--- src/rtl/dot_matrix_pkg.sv ---
`default_nettype none
// ============================================================================
// Module  : dot_matrix_pkg
// Purpose : Shared definitions for the dot-matrix scanner: display mode
//           encoding, swap-control state encoding and the row-select helper.
// Ports   : none (package)
// Revision: 1.0  initial release
// ============================================================================
package dot_matrix_pkg;

    // Display mode encoding. Code 3 is reserved and behaves like blank.
    localparam logic [1:0] MODE_NORMAL = 2'd0;
    localparam logic [1:0] MODE_TEST   = 2'd1;
    localparam logic [1:0] MODE_BLANK  = 2'd2;

    // Front/back swap request tracking.
    typedef enum logic [0:0] {
        SWAP_IDLE    = 1'b0,
        SWAP_PENDING = 1'b1
    } swap_state_t;

    // Level of row-select line 'pos' when row 'idx' is being scanned.
    // 'enable' low leaves every row inactive (blank display).
    function automatic logic row_level(
        input int unsigned pos,
        input int unsigned idx,
        input logic        enable,
        input logic        active_low
    );
        logic selected;
        selected = enable && (pos == idx);
        return active_low ^ selected;
    endfunction

endpackage
`default_nettype wire

--- src/rtl/dot_matrix_scan_if.sv ---
`default_nettype none
// ============================================================================
// Module  : dot_matrix_scan_if
// Purpose : Producer-side bus of the scanner: row write port plus the
//           frame-synchronous swap handshake.
// Signals : wr_en/wr_row/wr_red/wr_grn - write one row of the back buffer
//           swap_req                    - request a front/back exchange
//           swap_ack                    - pulse when the exchange happens
//           swap_pending                - request accepted, not yet done
// Modports: master (producer), slave (scanner)
// Revision: 1.0  initial release
// ============================================================================
interface dot_matrix_scan_if #(
    parameter int ROWS = 8,
    parameter int COLS = 8
);
    localparam int RW = $clog2(ROWS);

    logic            wr_en;
    logic [RW-1:0]   wr_row;
    logic [COLS-1:0] wr_red;
    logic [COLS-1:0] wr_grn;
    logic            swap_req;
    logic            swap_ack;
    logic            swap_pending;

    modport master (
        output wr_en, wr_row, wr_red, wr_grn, swap_req,
        input  swap_ack, swap_pending
    );

    modport slave (
        input  wr_en, wr_row, wr_red, wr_grn, swap_req,
        output swap_ack, swap_pending
    );

endinterface
`default_nettype wire

--- src/rtl/dms_frame_store.sv ---
`default_nettype none
// ============================================================================
// Module  : dms_frame_store
// Purpose : Double-buffered frame store. Two banks of ROWS entries, each
//           entry {red[COLS-1:0], grn[COLS-1:0]}. Writes always go to the
//           bank not selected as front; reads return the front bank row.
// Ports   : clk_1kHz, rst_n           - clock, async active-low reset
//           wr_en/wr_row/wr_red/wr_grn - back-buffer row write
//           front_sel                 - bank currently displayed
//           rd_row                    - row to read from the front bank
//           rd_red/rd_grn             - combinational front-row data
// Revision: 1.0  initial release
// ============================================================================
module dms_frame_store #(
    parameter int ROWS = 8,
    parameter int COLS = 8
) (
    input  wire logic                     clk_1kHz,
    input  wire logic                     rst_n,
    input  wire logic                     wr_en,
    input  wire logic [$clog2(ROWS)-1:0]  wr_row,
    input  wire logic [COLS-1:0]          wr_red,
    input  wire logic [COLS-1:0]          wr_grn,
    input  wire logic                     front_sel,
    input  wire logic [$clog2(ROWS)-1:0]  rd_row,
    output logic      [COLS-1:0]          rd_red,
    output logic      [COLS-1:0]          rd_grn
);
    localparam int            RW     = $clog2(ROWS);
    localparam logic [RW:0]   c_rows = (RW+1)'(ROWS);

    // Out-of-range row indices (possible when ROWS is not a power of two)
    // are dropped instead of aliasing onto a real row.
    logic w_wr_valid;
    assign w_wr_valid = ({1'b0, wr_row} < c_rows);

    logic [2*COLS-1:0] w_rd_bank0;
    logic [2*COLS-1:0] w_rd_bank1;

    for (genvar b = 0; b < 2; b++) begin : g_bank
        localparam logic c_bank_id = (b == 1);

        logic [2*COLS-1:0] r_data [ROWS];
        logic              w_we;

        assign w_we = wr_en && w_wr_valid && (front_sel != c_bank_id);

        always_ff @(posedge clk_1kHz or negedge rst_n) begin
            if (!rst_n) begin
                for (int r = 0; r < ROWS; r++) begin
                    r_data[r] <= '0;
                end
            end else if (w_we) begin
                r_data[wr_row] <= {wr_red, wr_grn};
            end
        end
    end

    assign w_rd_bank0 = g_bank[0].r_data[rd_row];
    assign w_rd_bank1 = g_bank[1].r_data[rd_row];

    always_comb begin
        rd_red = front_sel ? w_rd_bank1[2*COLS-1:COLS] : w_rd_bank0[2*COLS-1:COLS];
        rd_grn = front_sel ? w_rd_bank1[COLS-1:0]      : w_rd_bank0[COLS-1:0];
    end

endmodule
`default_nettype wire

--- src/rtl/dot_matrix_scan.sv ---
`default_nettype none
// ============================================================================
// Module  : dot_matrix_scan
// Purpose : ROWS x COLS red/green dot-matrix scanner with a double-buffered
//           frame store, frame-synchronous buffer swap, per-row PWM
//           brightness and test/blank modes.
// Ports   : clk_1kHz     - scan clock (rising edge)
//           rst_n        - asynchronous active-low reset
//           bus          - write port + swap handshake (slave modport)
//           mode         - 0 normal, 1 test, 2/3 blank
//           bright       - columns lit for bright+1 clocks of each row slot
//           row          - row select, one row active at a time
//           col_r/col_g  - red/green column drive
//           frame_start  - pulse with the first output clock of row 0
// Revision: 1.0  initial release
// ============================================================================
module dot_matrix_scan
    import dot_matrix_pkg::*;
#(
    parameter int ROWS           = 8,   // >= 2, <= 2**31
    parameter int COLS           = 8,
    parameter int DIM_BITS       = 2,
    parameter int ROW_ACTIVE_LOW = 1
) (
    input  wire logic                clk_1kHz,
    input  wire logic                rst_n,
    dot_matrix_scan_if.slave         bus,
    input  wire logic [1:0]          mode,
    input  wire logic [DIM_BITS-1:0] bright,
    output logic      [ROWS-1:0]     row,
    output logic      [COLS-1:0]     col_r,
    output logic      [COLS-1:0]     col_g,
    output logic                     frame_start
);
    localparam int                  RW           = $clog2(ROWS);
    localparam logic [DIM_BITS-1:0] c_sub_max    = '1;
    localparam logic [RW-1:0]       c_row_last   = RW'(ROWS - 1);
    localparam logic                c_active_low = (ROW_ACTIVE_LOW != 0);
    localparam logic [ROWS-1:0]     c_row_idle   = {ROWS{c_active_low}};

    // ------------------------------------------------------------------
    // Scan counters
    // ------------------------------------------------------------------
    logic [DIM_BITS-1:0] r_sub;
    logic [RW-1:0]       r_row_idx;
    logic                w_sub_wrap;
    logic                w_boundary;

    assign w_sub_wrap = (r_sub == c_sub_max);
    // The clock on which row_idx wraps back to 0 is the frame boundary.
    assign w_boundary = w_sub_wrap && (r_row_idx == c_row_last);

    always_ff @(posedge clk_1kHz or negedge rst_n) begin
        if (!rst_n) begin
            r_sub     <= '0;
            r_row_idx <= '0;
        end else begin
            r_sub <= r_sub + 1'b1;
            if (w_sub_wrap) begin
                r_row_idx <= (r_row_idx == c_row_last) ? '0 : r_row_idx + 1'b1;
            end
        end
    end

    // ------------------------------------------------------------------
    // Swap control
    // ------------------------------------------------------------------
    swap_state_t r_swap_state;
    swap_state_t w_swap_next;
    logic        w_do_swap;
    logic        r_front;
    logic        r_swap_ack;

    always_ff @(posedge clk_1kHz or negedge rst_n) begin
        if (!rst_n) begin
            r_swap_state <= SWAP_IDLE;
        end else begin
            r_swap_state <= w_swap_next;
        end
    end

    // A request arriving on a boundary clock with nothing pending only
    // arms the swap; it executes at the following boundary. Requests seen
    // while already pending merge into the outstanding one.
    always_comb begin
        w_swap_next = r_swap_state;
        w_do_swap   = 1'b0;
        case (r_swap_state)
            SWAP_IDLE: begin
                if (bus.swap_req) begin
                    w_swap_next = SWAP_PENDING;
                end
            end
            SWAP_PENDING: begin
                if (w_boundary) begin
                    w_do_swap   = 1'b1;
                    w_swap_next = SWAP_IDLE;
                end
            end
            default: begin
                w_swap_next = SWAP_IDLE;
            end
        endcase
    end

    always_ff @(posedge clk_1kHz or negedge rst_n) begin
        if (!rst_n) begin
            r_front    <= 1'b0;
            r_swap_ack <= 1'b0;
        end else begin
            r_swap_ack <= w_do_swap;
            if (w_do_swap) begin
                r_front <= ~r_front;
            end
        end
    end

    assign bus.swap_ack     = r_swap_ack;
    assign bus.swap_pending = (r_swap_state == SWAP_PENDING);

    // ------------------------------------------------------------------
    // Frame store. The write bank is chosen from the pre-swap front
    // select, so a write on the swap clock lands in the new front.
    // ------------------------------------------------------------------
    logic [COLS-1:0] w_front_red;
    logic [COLS-1:0] w_front_grn;

    dms_frame_store #(
        .ROWS (ROWS),
        .COLS (COLS)
    ) u_store (
        .clk_1kHz  (clk_1kHz),
        .rst_n     (rst_n),
        .wr_en     (bus.wr_en),
        .wr_row    (bus.wr_row),
        .wr_red    (bus.wr_red),
        .wr_grn    (bus.wr_grn),
        .front_sel (r_front),
        .rd_row    (r_row_idx),
        .rd_red    (w_front_red),
        .rd_grn    (w_front_grn)
    );

    // ------------------------------------------------------------------
    // Output generation (registered, one clock behind the counters)
    // ------------------------------------------------------------------
    logic            w_lit;
    logic            w_row_on;
    logic [ROWS-1:0] w_row_next;
    logic [COLS-1:0] w_col_r_next;
    logic [COLS-1:0] w_col_g_next;

    // PWM gate: the row stays selected for the whole slot, only the
    // columns are switched off after bright+1 clocks.
    assign w_lit    = (r_sub <= bright);
    assign w_row_on = (mode == MODE_NORMAL) || (mode == MODE_TEST);

    for (genvar g = 0; g < ROWS; g++) begin : g_row_sel
        assign w_row_next[g] = row_level(g, 32'(r_row_idx), w_row_on, c_active_low);
    end

    always_comb begin
        w_col_r_next = '0;
        w_col_g_next = '0;
        case (mode)
            MODE_NORMAL: begin
                w_col_r_next = w_front_red & {COLS{w_lit}};
                w_col_g_next = w_front_grn & {COLS{w_lit}};
            end
            MODE_TEST: begin
                w_col_r_next = {COLS{w_lit}};
                w_col_g_next = {COLS{w_lit}};
            end
            default: begin
                w_col_r_next = '0;
                w_col_g_next = '0;
            end
        endcase
    end

    always_ff @(posedge clk_1kHz or negedge rst_n) begin
        if (!rst_n) begin
            row         <= c_row_idle;
            col_r       <= '0;
            col_g       <= '0;
            frame_start <= 1'b0;
        end else begin
            row         <= w_row_next;
            col_r       <= w_col_r_next;
            col_g       <= w_col_g_next;
            frame_start <= (r_row_idx == '0) && (r_sub == '0);
        end
    end

endmodule
`default_nettype wire

--- src/flat_wrapper.sv ---
// flat-port wrapper written by rule: the top's interface ports become plain ports
module dot_matrix_scan_flat import dot_matrix_pkg::*;
#(
    parameter int ROWS           = 8,                    
    parameter int COLS           = 8,
    parameter int DIM_BITS       = 2,
    parameter int ROW_ACTIVE_LOW = 1
)
  (clk_1kHz, rst_n, mode, bright, row, col_r, col_g, frame_start, bus_wr_en, bus_wr_row, bus_wr_red, bus_wr_grn, bus_swap_req, bus_swap_ack, bus_swap_pending);
  dot_matrix_scan_if #(.ROWS(ROWS), .COLS(COLS)) bus_i ();
  input  wire logic clk_1kHz;
  input  wire logic rst_n;
  input  wire logic [1:0] mode;
  input  wire logic [DIM_BITS-1:0] bright;
  output logic      [ROWS-1:0] row;
  output logic      [COLS-1:0] col_r;
  output logic      [COLS-1:0] col_g;
  output logic frame_start;
  input wire logic [$bits(bus_i.wr_en)-1:0] bus_wr_en;
  input wire logic [$bits(bus_i.wr_row)-1:0] bus_wr_row;
  input wire logic [$bits(bus_i.wr_red)-1:0] bus_wr_red;
  input wire logic [$bits(bus_i.wr_grn)-1:0] bus_wr_grn;
  input wire logic [$bits(bus_i.swap_req)-1:0] bus_swap_req;
  output wire logic [$bits(bus_i.swap_ack)-1:0] bus_swap_ack;
  output wire logic [$bits(bus_i.swap_pending)-1:0] bus_swap_pending;
  assign bus_i.wr_en = bus_wr_en;
  assign bus_i.wr_row = bus_wr_row;
  assign bus_i.wr_red = bus_wr_red;
  assign bus_i.wr_grn = bus_wr_grn;
  assign bus_i.swap_req = bus_swap_req;
  assign bus_swap_ack = bus_i.swap_ack;
  assign bus_swap_pending = bus_i.swap_pending;
  dot_matrix_scan #(.ROWS(ROWS), .COLS(COLS), .DIM_BITS(DIM_BITS), .ROW_ACTIVE_LOW(ROW_ACTIVE_LOW)) u_core (.clk_1kHz(clk_1kHz), .rst_n(rst_n), .bus(bus_i), .mode(mode), .bright(bright), .row(row), .col_r(col_r), .col_g(col_g), .frame_start(frame_start));
endmodule
--- config.mk ---
export PLATFORM = sky130hd
export DESIGN_NAME = dot_matrix_scan_flat
export DESIGN_NICKNAME = d
export VERILOG_FILES = /design/src/rtl/dot_matrix_pkg.sv /design/src/rtl/dot_matrix_scan_if.sv /design/src/rtl/dms_frame_store.sv /design/src/rtl/dot_matrix_scan.sv /design/src/flat_wrapper.sv
export SDC_FILE = /design/constraint.sdc
export NUM_CORES = 1
export LEC_CHECK = 0
export BUFFER_PORTS_ARGS = -buffer_cell sky130_fd_sc_hd__buf_2
export CORE_UTILIZATION = 62
export DETAILED_ROUTE_END_ITERATION = 7
export GPL_ROUTABILITY_DRIVEN = 1
export GPL_TIMING_DRIVEN = 0
export PLACE_DENSITY = 0.77
export SYNTH_ARGS = -nofsm -noshare
export SYNTH_HDL_FRONTEND = slang
export SYNTH_HIERARCHICAL = 1
export SYNTH_SLANG_ARGS = --single-unit
--- constraint.sdc ---
create_clock -name clk_1kHz -period 2.35 [get_ports clk_1kHz]
set_input_delay 0.47 -clock clk_1kHz [delete_from_list [all_inputs] [get_ports clk_1kHz]]
set_output_delay 0.47 -clock clk_1kHz [all_outputs]
set_load 0.005 [all_outputs]
==> results.sh, run 1 <==
export IMPL_top_layer="met4"
export IMPL_path_class="reg -> reg"
export IMPL_cap_violations=0
export IMPL_met1Wirelength_mm=13.18
export IMPL_finalCriticalPeriod_ps=2226
export IMPL_synth_area_per_cell_um2=14.61
export IMPL_syn_nets=935
export IMPL_synthCells=898
export IMPL_tritoncts="done"
export IMPL_dr_wl_met2_mm=14.26
export IMPL_track_usage=0.2888
export IMPL_cp_max_fo=10
export IMPL_critPathLaunchType="register"
export IMPL_area_growth_synth_to_final_pct=12.39
export IMPL_clock_sinks=289
export IMPL_final_common_cell="dfrtp_1"
export IMPL_core_region_area_um2=20490
export IMPL_die_area_um2=21750
export IMPL_htreeDepth=1
export IMPL_irDropWorstVdd_mv=0.6629
export IMPL_cp_data_required_time_ps=2790
export IMPL_layout_drive_gt1_share=0.4574
export IMPL_synthDistinctLibCells=41
export IMPL_drc_errors=0
export IMPL_antennaDiodeCount=0
export IMPL_drt_initial_drc_count=507
export IMPL_via_count=7769
export IMPL_overflow=0
export IMPL_antenna_found_initial=0
export IMPL_routed_wl_mm=29.64
export IMPL_p_per_area_nw_per_um2=842.4
export IMPL_crit_chain="clkbuf_4 -> nor2b_1 -> buf_2 -> a221oi_1 -> o21ai_0 -> nand2_1 -> nor2_1 -> nor2_1"
export IMPL_finalSetupViolations=0
export IMPL_drt_pass1_iterations=5
export IMPL_ant_nets=0
export IMPL_slew_violations=0
export IMPL_portBuffers=49
export IMPL_tightest_slew_ps=778.5
export IMPL_synth_area_um2=13120
export IMPL_rsz0062_at_grt="false"
export IMPL_crit_top_cell="nor2_1"
export IMPL_hold_class="in -> reg"
export IMPL_die_w_um=147.5
export IMPL_arrival_ps=2670
export IMPL_grt_start_max_net_pins=86
export IMPL_end_kind="register"
export IMPL_slowest_stage="dfrtp_1"
export IMPL_slew_headroom=0.4782
export IMPL_clockBufferDepth=3
export IMPL_layout_common_cells="dfrtp_1 (281), mux2_2 (246), buf_2 (58), mux2i_1 (56), nand2_1 (40)"
export IMPL_rows=52
export IMPL_hold_viol=0
export IMPL_start_util=0.6403
export IMPL_fin_util=0.7197
export IMPL_fin_worst_skew_ps=11.14
export IMPL_via_per_inst=6.132
export IMPL_nets=1017
export IMPL_clk_pin_slew_ps=60
export IMPL_status="finished clean"
export IMPL_place_congestion=0.8271
export IMPL_fin_crit_sh=0.9470
export IMPL_ys_seq_area_frac=0.5519
export IMPL_clock_latency_ps=550
export IMPL_met3RoutedLength_mm=1.585
export IMPL_hpwl_mm=20.16
export IMPL_max_stage_delay_ps=460
export IMPL_grt_pass1_vias=8176
export IMPL_ios=54
export IMPL_die_height_um=147.5
export IMPL_synth_warnings=6
export IMPL_fmax_ghz=0.4493
export IMPL_cts_root_buf="clkbuf_16"
export IMPL_p_leak_nw=6.522
export IMPL_ys_ff_latch=289
export IMPL_wl_per_cell_um=23.39
export IMPL_power_mw=12.42
export IMPL_cts_made_buffers=30
export IMPL_grt_pass1_wl_mm=47.28
worst paths after layout:
| kind | startpoint | endpoint | slack, ps | cells after the start |
|---|---|---|---|---|
| setup reg to reg | u_core/r_row_idx[2] | u_core/col_r[2] | 120 | 8 |
| min in group asynchronous | rst_n | u_core/u_store/g_bank[0].r_data[83] | 420 | 2 |
| setup / recovery | u_core/r_row_idx[2] | u_core/col_r[2] | 120 | 8 |
| hold / removal | bus_swap_req | u_core/bus.swap_pending | 150 | 3 |
| hold reg to reg | u_core/r_sub[0] | u_core/r_sub[0] | 460 | 1 |
| max in group asynchronous | rst_n | u_core/u_store/g_bank[1].r_data[27] | 410 | 5 |
what timing repair did:
item	in CTS	in global routing
setup buffers	0	0
endpoints found under the hold margin	48	0
hold buffers	1	0
endpoints found under the setup margin	16	16
gates resized for setup	7	10
metal layers:
metal  up-vias  global-route usage
met2       199              0.4608
met5         -                   0
met4         0             0.08144
met1      4103              0.4170
met3        51             0.04383
li1       3416                   -
Yosys cell counts (all sizes together):
library cell	number	area share
ha	10	0.0095
o211ai	1	0.00057
and2	3	0.0014
nand2	43	0.013
or3	1	0.00048
dfstp	8	0.016
o22ai	7	0.0033
nor3	7	0.0051
mux2i	56	0.043
nand2b	4	0.0031
mux2	256	0.22
nand3b	7	0.0040
xor2	1	0.00067
clkbuf	27	0.0077
inv	8	0.0023
o21ai	17	0.0065
a2bb2oi	1	0.0020
nand3	2	0.0011
nor2b	4	0.0019
buf	38	0.022
and3	2	0.00095
mux4	36	0.062
dfrtp	281	0.54
a21oi	1	0.00038
or2b	1	0.00057
nor4	2	0.0032
nor2	43	0.013
a221oi	9	0.0060
a22oi	22	0.013
power breakdown:
group          switching, mW  internal (mW)  total, mW
clock network           1.83           2.57       4.40
logic                  0.678           1.03       1.70
registers              0.443           5.87       6.32
cell families after synthesis:
family          Yosys count  share of synthesized area
compound gates           58                    0.03137
xor+xnor                  1                  0.0006676
fa+ha+maj                10                   0.009535
buf+inv                  73                    0.03156
flops                   289                     0.5519
mux                     348                     0.3270
simple gates            119                    0.04796
worst max-delay path: cells and delay by family (launching register included):
kind,cells,cell delay [ps]
and+or+nand+nor,4,700
buffers and inverters,2,620
DFF,1,460
AOI/OAI and AO/OA,2,320
through the flow:
step / TNS, ps / std cells / setup WS, ps / area [um^2] / hold slack [ps]
CTS: 0 / 1268 / 23.44 / 14720 / 139.3
global route: 0 / 1267 / 1.395 / 14750 / 177.4
finish: 0 / 1267 / 124.5 / 14750 / 151.9
global placement: -1282660 / 1217 / -4504 / 13710 / 452.5
floorplan: 0 / 898 / 482.7 / 13120 / 174.4
detailed placement: -3060 / 1220 / -314.4 / 13800 / 419.5
sequential cells by signal, summed over array words and instances (netlist names), 2 cells and up:
register / count
u_core/row: 8
u_core/r_row_idx: 3
u_core/col_g: 8
u_core/u_store/g_bank.r_data: 256
u_core/r_sub: 2
u_core/col_r: 8
final cells by class:
class                      instances  area, um^2
clock inverter                     4       22.52
buffer                            62       404.1
fill                            1396        5746
inverter                           8       30.03
sequential                       289        7242
timing repair buffer              53       347.8
tap                              270       337.8
clock buffer                      45       888.4
multi-input combinational        536        5477
Note: power is estimated with default switching activity, not from simulation.
==> run 2, diff against run 1 <==
- CORE_MARGIN: default -> 5
- clock period: 2.35 -> 2.3 ns (I/O delays scaled with it)
==> run 2 against run 1 <==
Critical path depth is the same. Maximum frequency grew 1.6%. Wire length grew 1.6%. Clock skew grew 1.0 ps. Die area grew 11%. Sequential share of layout area shrank 0.43 points. Worst hold slack lost 5.1 ps. Global-route usage shrank 2.8 points. Non-clock buffer count shrank 1. Critical path type unchanged. Critical endpoint is now u_core/col_r[6]. Highest routed layer unchanged.
==> results.sh, run 2 (same netlist as run 1, synthesis figures left out) <==
export IMPL_routed_wl_mm=30.12
export IMPL_layout_common_cells="dfrtp_1 (280), mux2_2 (246), mux2i_1 (56), buf_2 (55), nand2_1 (40)"
export IMPL_wl_per_cell_um=23.57
export IMPL_ant_nets=0
export IMPL_cts_root_buf="clkbuf_16"
export IMPL_status="finished clean"
export IMPL_seqCellArea_um2=7243
export IMPL_slowest_stage="nor2b_1"
export IMPL_r2r_cells=8
export IMPL_finalSetupViolations=0
export IMPL_cp_max_fo=10
export IMPL_portBuffers=49
export IMPL_nets=1016
export IMPL_die_area_um2=24180
export IMPL_antenna_found_initial=0
export IMPL_overflow=0
export IMPL_die_w_um=155.5
export IMPL_grt_start_max_net_pins=115
export IMPL_track_usage=0.2604
export IMPL_r2r_start="u_core/r_row_idx[0]"
export IMPL_rsz0062_at_grt="true"
export IMPL_grt_pass1_vias=8415
export IMPL_die_height_um=155.5
export IMPL_via_per_inst=6.087
export IMPL_fillCellCount=1415
export IMPL_largest_reg_flops=256
export IMPL_arrival_ps=2610
export IMPL_hold_viol=0
export IMPL_hold_class="in -> reg"
export IMPL_p_leak_nw=6.583
export IMPL_cts_made_buffers=30
export IMPL_holdWs_ps=146.8
export IMPL_ios=54
export IMPL_end_kind="register"
export IMPL_fin_util=0.7102
export IMPL_rows=53
export IMPL_cap_violations=0
export IMPL_post_cts_setup_buffers=0
export IMPL_clock_sinks=289
export IMPL_drt_initial_drc_count=538
export IMPL_power_mw=13.15
export IMPL_hold_path_startpoint="bus_swap_req"
export IMPL_slew_violations=0
export IMPL_place_congestion=0.8202
export IMPL_top_register="u_core/u_store/g_bank.r_data"
export IMPL_final_common_cell="dfrtp_1"
export IMPL_clk_pin_slew_ps=60
export IMPL_max_stage_delay_ps=520
export IMPL_clockBufferDepth=3
export IMPL_core_region_area_um2=20960
export IMPL_fin_crit_sh=0.9523
export IMPL_tritoncts="done"
export IMPL_whs_endpoint="u_core/bus.swap_pending"
export IMPL_multi_input_area_um2=5490
export IMPL_critPathLaunchType="register"
export IMPL_area_growth_synth_to_final_pct=13.41
export IMPL_layout_drive_gt1_share=0.4696
export IMPL_start_util=0.6262
export IMPL_drc_errors=0
export IMPL_finalCriticalPeriod_ps=2190
export IMPL_via_count=7779
export IMPL_crit_chain="clkbuf_2 -> clkbuf_2 -> nor2b_1 -> nand2_1 -> o211ai_1 -> o21ai_0 -> nor2_1 -> nor2_1"
export IMPL_hpwl_mm=20.43
export IMPL_drt_pass1_iterations=4
export IMPL_grt_pass1_wl_mm=48.58
export IMPL_clock_latency_ps=550
export IMPL_fmax_ghz=0.4566
export IMPL_htreeDepth=1
export IMPL_tightest_slew_ps=710.0
export IMPL_slew_headroom=0.5241
export IMPL_cp_data_required_time_ps=2720
export IMPL_path_class="reg -> reg"
export IMPL_r2r_slack_ps=110
export IMPL_p_per_area_nw_per_um2=884.0
export IMPL_antennaDiodeCount=0
export IMPL_fin_worst_skew_ps=12.17
export IMPL_hold_depth=3
export IMPL_irDropWorstVdd_mv=0.7161
export IMPL_r2r_end="u_core/col_r[6]"
[run 2: cell types whose count changed in the layout (fill, tap and decap cells not counted), moves of 2 or more]
cell,previous run,this run
clkbuf_1,29,23
clkinv_2,3,9
buf_2,58,55
buf_6,10,13
bufinv_16,0,3
clkbuf_4,4,6
clkinvlp_4,1,3
[run 2: through the flow]
| stage | setup TNS [ps] | std cells | instance area, um^2 | worst slack (ps) |
|---|---|---|---|---|
| 2_1_floorplan | 0 | 898 | 13120 | 432.7 |
| 3_3_place_gp | -1295500 | 1222 | 13710 | -4540 |
| 3_5_place_dp | -4521 | 1224 | 13780 | -428.2 |
| 4_1_cts | 0 | 1280 | 14830 | 14.90 |
| 5_1_grt | -1.401 | 1278 | 14880 | -1.401 |
| 6_report | 0 | 1278 | 14880 | 109.8 |
[run 2: where the power goes]
part / switching, mW / internal (mW) / total, mW / leakage [nW]
clock: 1.99 / 2.96 / 4.95 / 0.505
combinational: 0.698 / 1.05 / 1.74 / 2.55
sequential: 0.458 / 6.00 / 6.46 / 3.53
total: 3.15 / 10.0 / 13.2 / 6.58
[run 2: worst max-delay path, delay by kind of cell, from the launching register on]
| kind | cells | cell delay [ps] |
|---|---|---|
| compound gates | 2 | 210 |
| flops | 1 | 420 |
| buf+inv | 2 | 610 |
| simple gates | 4 | 800 |
[run 2: final cells by class]
cell class	count	area share
sequential	289	0.4867
multi-input combinational	536	0.3689
clock buffer	40	0.05776
buffer	62	0.02875
tap	275	0.02312
timing repair buffer	52	0.02152
clock inverter	16	0.01118
inverter	8	0.002018
[run 2: worst max path at each step]
stage / startpoint / endpoint / slack (ps) / cells past startpoint
floorplan: u_core/r_row_idx[1] / u_core/col_r[6] / 430 / 7
global placement: rst_n / u_core/u_store/g_bank[1].r_data[29] / -4540 / 1
detailed placement: u_core/r_row_idx[0] / u_core/col_r[6] / -430 / 8
CTS: u_core/r_row_idx[1] / u_core/col_r[3] / 10 / 9
global route: u_core/r_row_idx[1] / u_core/col_g[7] / -1 / 8
finish: u_core/r_row_idx[0] / u_core/col_r[6] / 110 / 8
[run 2: metal layers]
layer / global-route usage / wire [um] / part of all wire
met5: 0 / 0 / 0
met4: 0.07336 / 717 / 0.024
met3: 0.03700 / 1359 / 0.045
met2: 0.4186 / 14540 / 0.48
met1: 0.3768 / 13500 / 0.45
[run 2: what timing repair did]
item                                   CTS  global route
gates resized for setup                 12            20
hold buffers                             1             0
setup endpoints to repair               16            16
endpoints found under the hold margin   58             0
cloned                                   0             0
==> run 3, diff against run 2 <==
- PLACE_DENSITY: 0.77 -> 0.9
==> run 3 against run 2 <==
Via count grew 4.0%. Critical path type unchanged. Die area stayed put. Highest routed layer unchanged. Global-route usage is 0.30 points higher.
==> results.sh, run 3 (same netlist as run 1, synthesis figures left out) <==
export IMPL_place_congestion=0.8283
export IMPL_layout_drive_gt1_share=0.4655
export IMPL_grt_pass1_vias=8778
export IMPL_die_height_um=155.5
export IMPL_cp_data_required_time_ps=2750
export IMPL_finalSetupViolations=0
export IMPL_clk_pin_slew_ps=60
export IMPL_antenna_found_initial=1
export IMPL_hpwl_mm=20.96
export IMPL_arrival_ps=2640
export IMPL_finalInstanceArea_um2=14820
export IMPL_core_region_area_um2=20960
export IMPL_slew_violations=0
export IMPL_drt_initial_drc_count=545
export IMPL_area_growth_synth_to_final_pct=12.91
export IMPL_fin_crit_sh=0.9521
export IMPL_clock_latency_ps=550
export IMPL_crit_start="u_core/r_row_idx[1]"
export IMPL_cts_made_buffers=29
export IMPL_fin_setup_tns_ps=0
export IMPL_top_register="u_core/u_store/g_bank.r_data"
export IMPL_fmax_ghz=0.4567
export IMPL_drc_errors=0
export IMPL_tritoncts="done"
export IMPL_largest_reg_flops=256
export IMPL_die_area_um2=24180
export IMPL_nets=1015
export IMPL_overflow=0
export IMPL_tightest_slew_ps=721.7
export IMPL_ios=54
export IMPL_portBuffers=49
export IMPL_via_count=8091
export IMPL_cp_max_fo=10
export IMPL_rsz0062_at_grt="false"
export IMPL_cap_violations=0
export IMPL_track_usage=0.2633
export IMPL_end_kind="register"
export IMPL_final_common_cell="dfrtp_1"
export IMPL_clock_sinks=289
export IMPL_clockBufferDepth=3
export IMPL_critPathLaunchType="register"
export IMPL_fin_ws_ps=110.2
export IMPL_via_per_inst=6.336
export IMPL_slew_headroom=0.5162
export IMPL_ant_nets=0
export IMPL_post_place_ws_ps=-318.3
export IMPL_rows=53
export IMPL_path_class="reg -> reg"
export IMPL_r2r_start="u_core/r_row_idx[1]"
export IMPL_finalCriticalPeriod_ps=2190
export IMPL_fin_worst_skew_ps=9.259
export IMPL_start_util=0.6262
export IMPL_irDropWorstVdd_mv=0.6083
export IMPL_drt_pass1_iterations=5
export IMPL_wl_per_cell_um=24.45
export IMPL_p_per_area_nw_per_um2=879.6
export IMPL_placed_area_um2=13780
export IMPL_status="finished clean"
export IMPL_grt_start_max_net_pins=109
export IMPL_layout_common_cells="dfrtp_1 (281), mux2_2 (246), buf_2 (56), mux2i_1 (56), nand2_1 (40)"
export IMPL_p_leak_nw=6.541
export IMPL_hold_viol=0
export IMPL_cts_root_buf="clkbuf_16"
export IMPL_die_w_um=155.5
export IMPL_routed_wl_mm=31.23
export IMPL_hold_path_startpoint="bus_swap_req"
export IMPL_post_cts_setup_buffers=0
export IMPL_grt_pass1_wl_mm=49.67
export IMPL_fillCellCount=1282
export IMPL_hold_class="in -> reg"
export IMPL_htreeDepth=1
## run 3: worst paths after layout
| check | to | slack, ps | cells past startpoint |
|---|---|---|---|
| hold / removal | u_core/bus.swap_pending | 170 | 3 |
| setup reg to reg | u_core/col_g[3] | 110 | 9 |
| hold reg to reg | u_core/r_sub[0] | 480 | 1 |
| max in group asynchronous | u_core/u_store/g_bank[1].r_data[53] | 400 | 4 |
| min in group asynchronous | u_core/u_store/g_bank[0].r_data[80] | 520 | 2 |
| setup / recovery | u_core/col_g[3] | 110 | 9 |
## run 3: stage by stage
step	total power, mW	cells	utilization	hold WS (ps)
global route	13.51	1277	0.7071	166.8
finish	13.03	1277	0.7071	167.5
CTS	13.03	1276	0.7044	160.8
floorplan	7.674	898	-	164.4
detailed placement	8.300	1224	0.6575	467.1
global placement	8.109	1222	0.6543	455.7
## run 3: worst max-delay path, stage by stage, from the launching register on
cell and delay [ps]:
dfrtp_1 420, buf_6 220, buf_6 210, buf_4 260, mux2i_1 100, a221oi_1 340
o21ai_0 190, nand2_1 100, nor2_1 40, nor2_1 200
## run 3: report_power, final
part	internal, mW	switching (mW)
Combinational	1.05	0.746
Clock	2.78	1.96
Sequential	6.00	0.497
Total	9.83	3.20
## run 3: timing repair
action,CTS,global route
endpoints found under the setup margin,16,14
hold buffers,1,0
hold endpoints to repair,80,0
resized for setup,10,21
## run 3: final cells by class
type	count	area [um^2]	area share
Inverter	8	30.03	0.002027
Clock inverter	11	117.6	0.007938
Timing Repair Buffer	52	320.3	0.02162
Antenna cell	1	2.502	0.0001689
Tap cell	275	344.1	0.02322
Buffer	62	420.4	0.02837
Sequential cell	289	7242	0.4888
Clock buffer	43	848.3	0.05725
Multi-Input combinational cell	536	5492	0.3706
## run 3: per-layer routing
| layer | share of wire | wire [um] | GRT usage |
|---|---|---|---|
| met5 | 0 | 0 | 0 |
| met4 | 0.027 | 847 | 0.08837 |
| met3 | 0.061 | 1896 | 0.04006 |
| met2 | 0.51 | 15900 | 0.4491 |
| met1 | 0.40 | 12580 | 0.3492 |
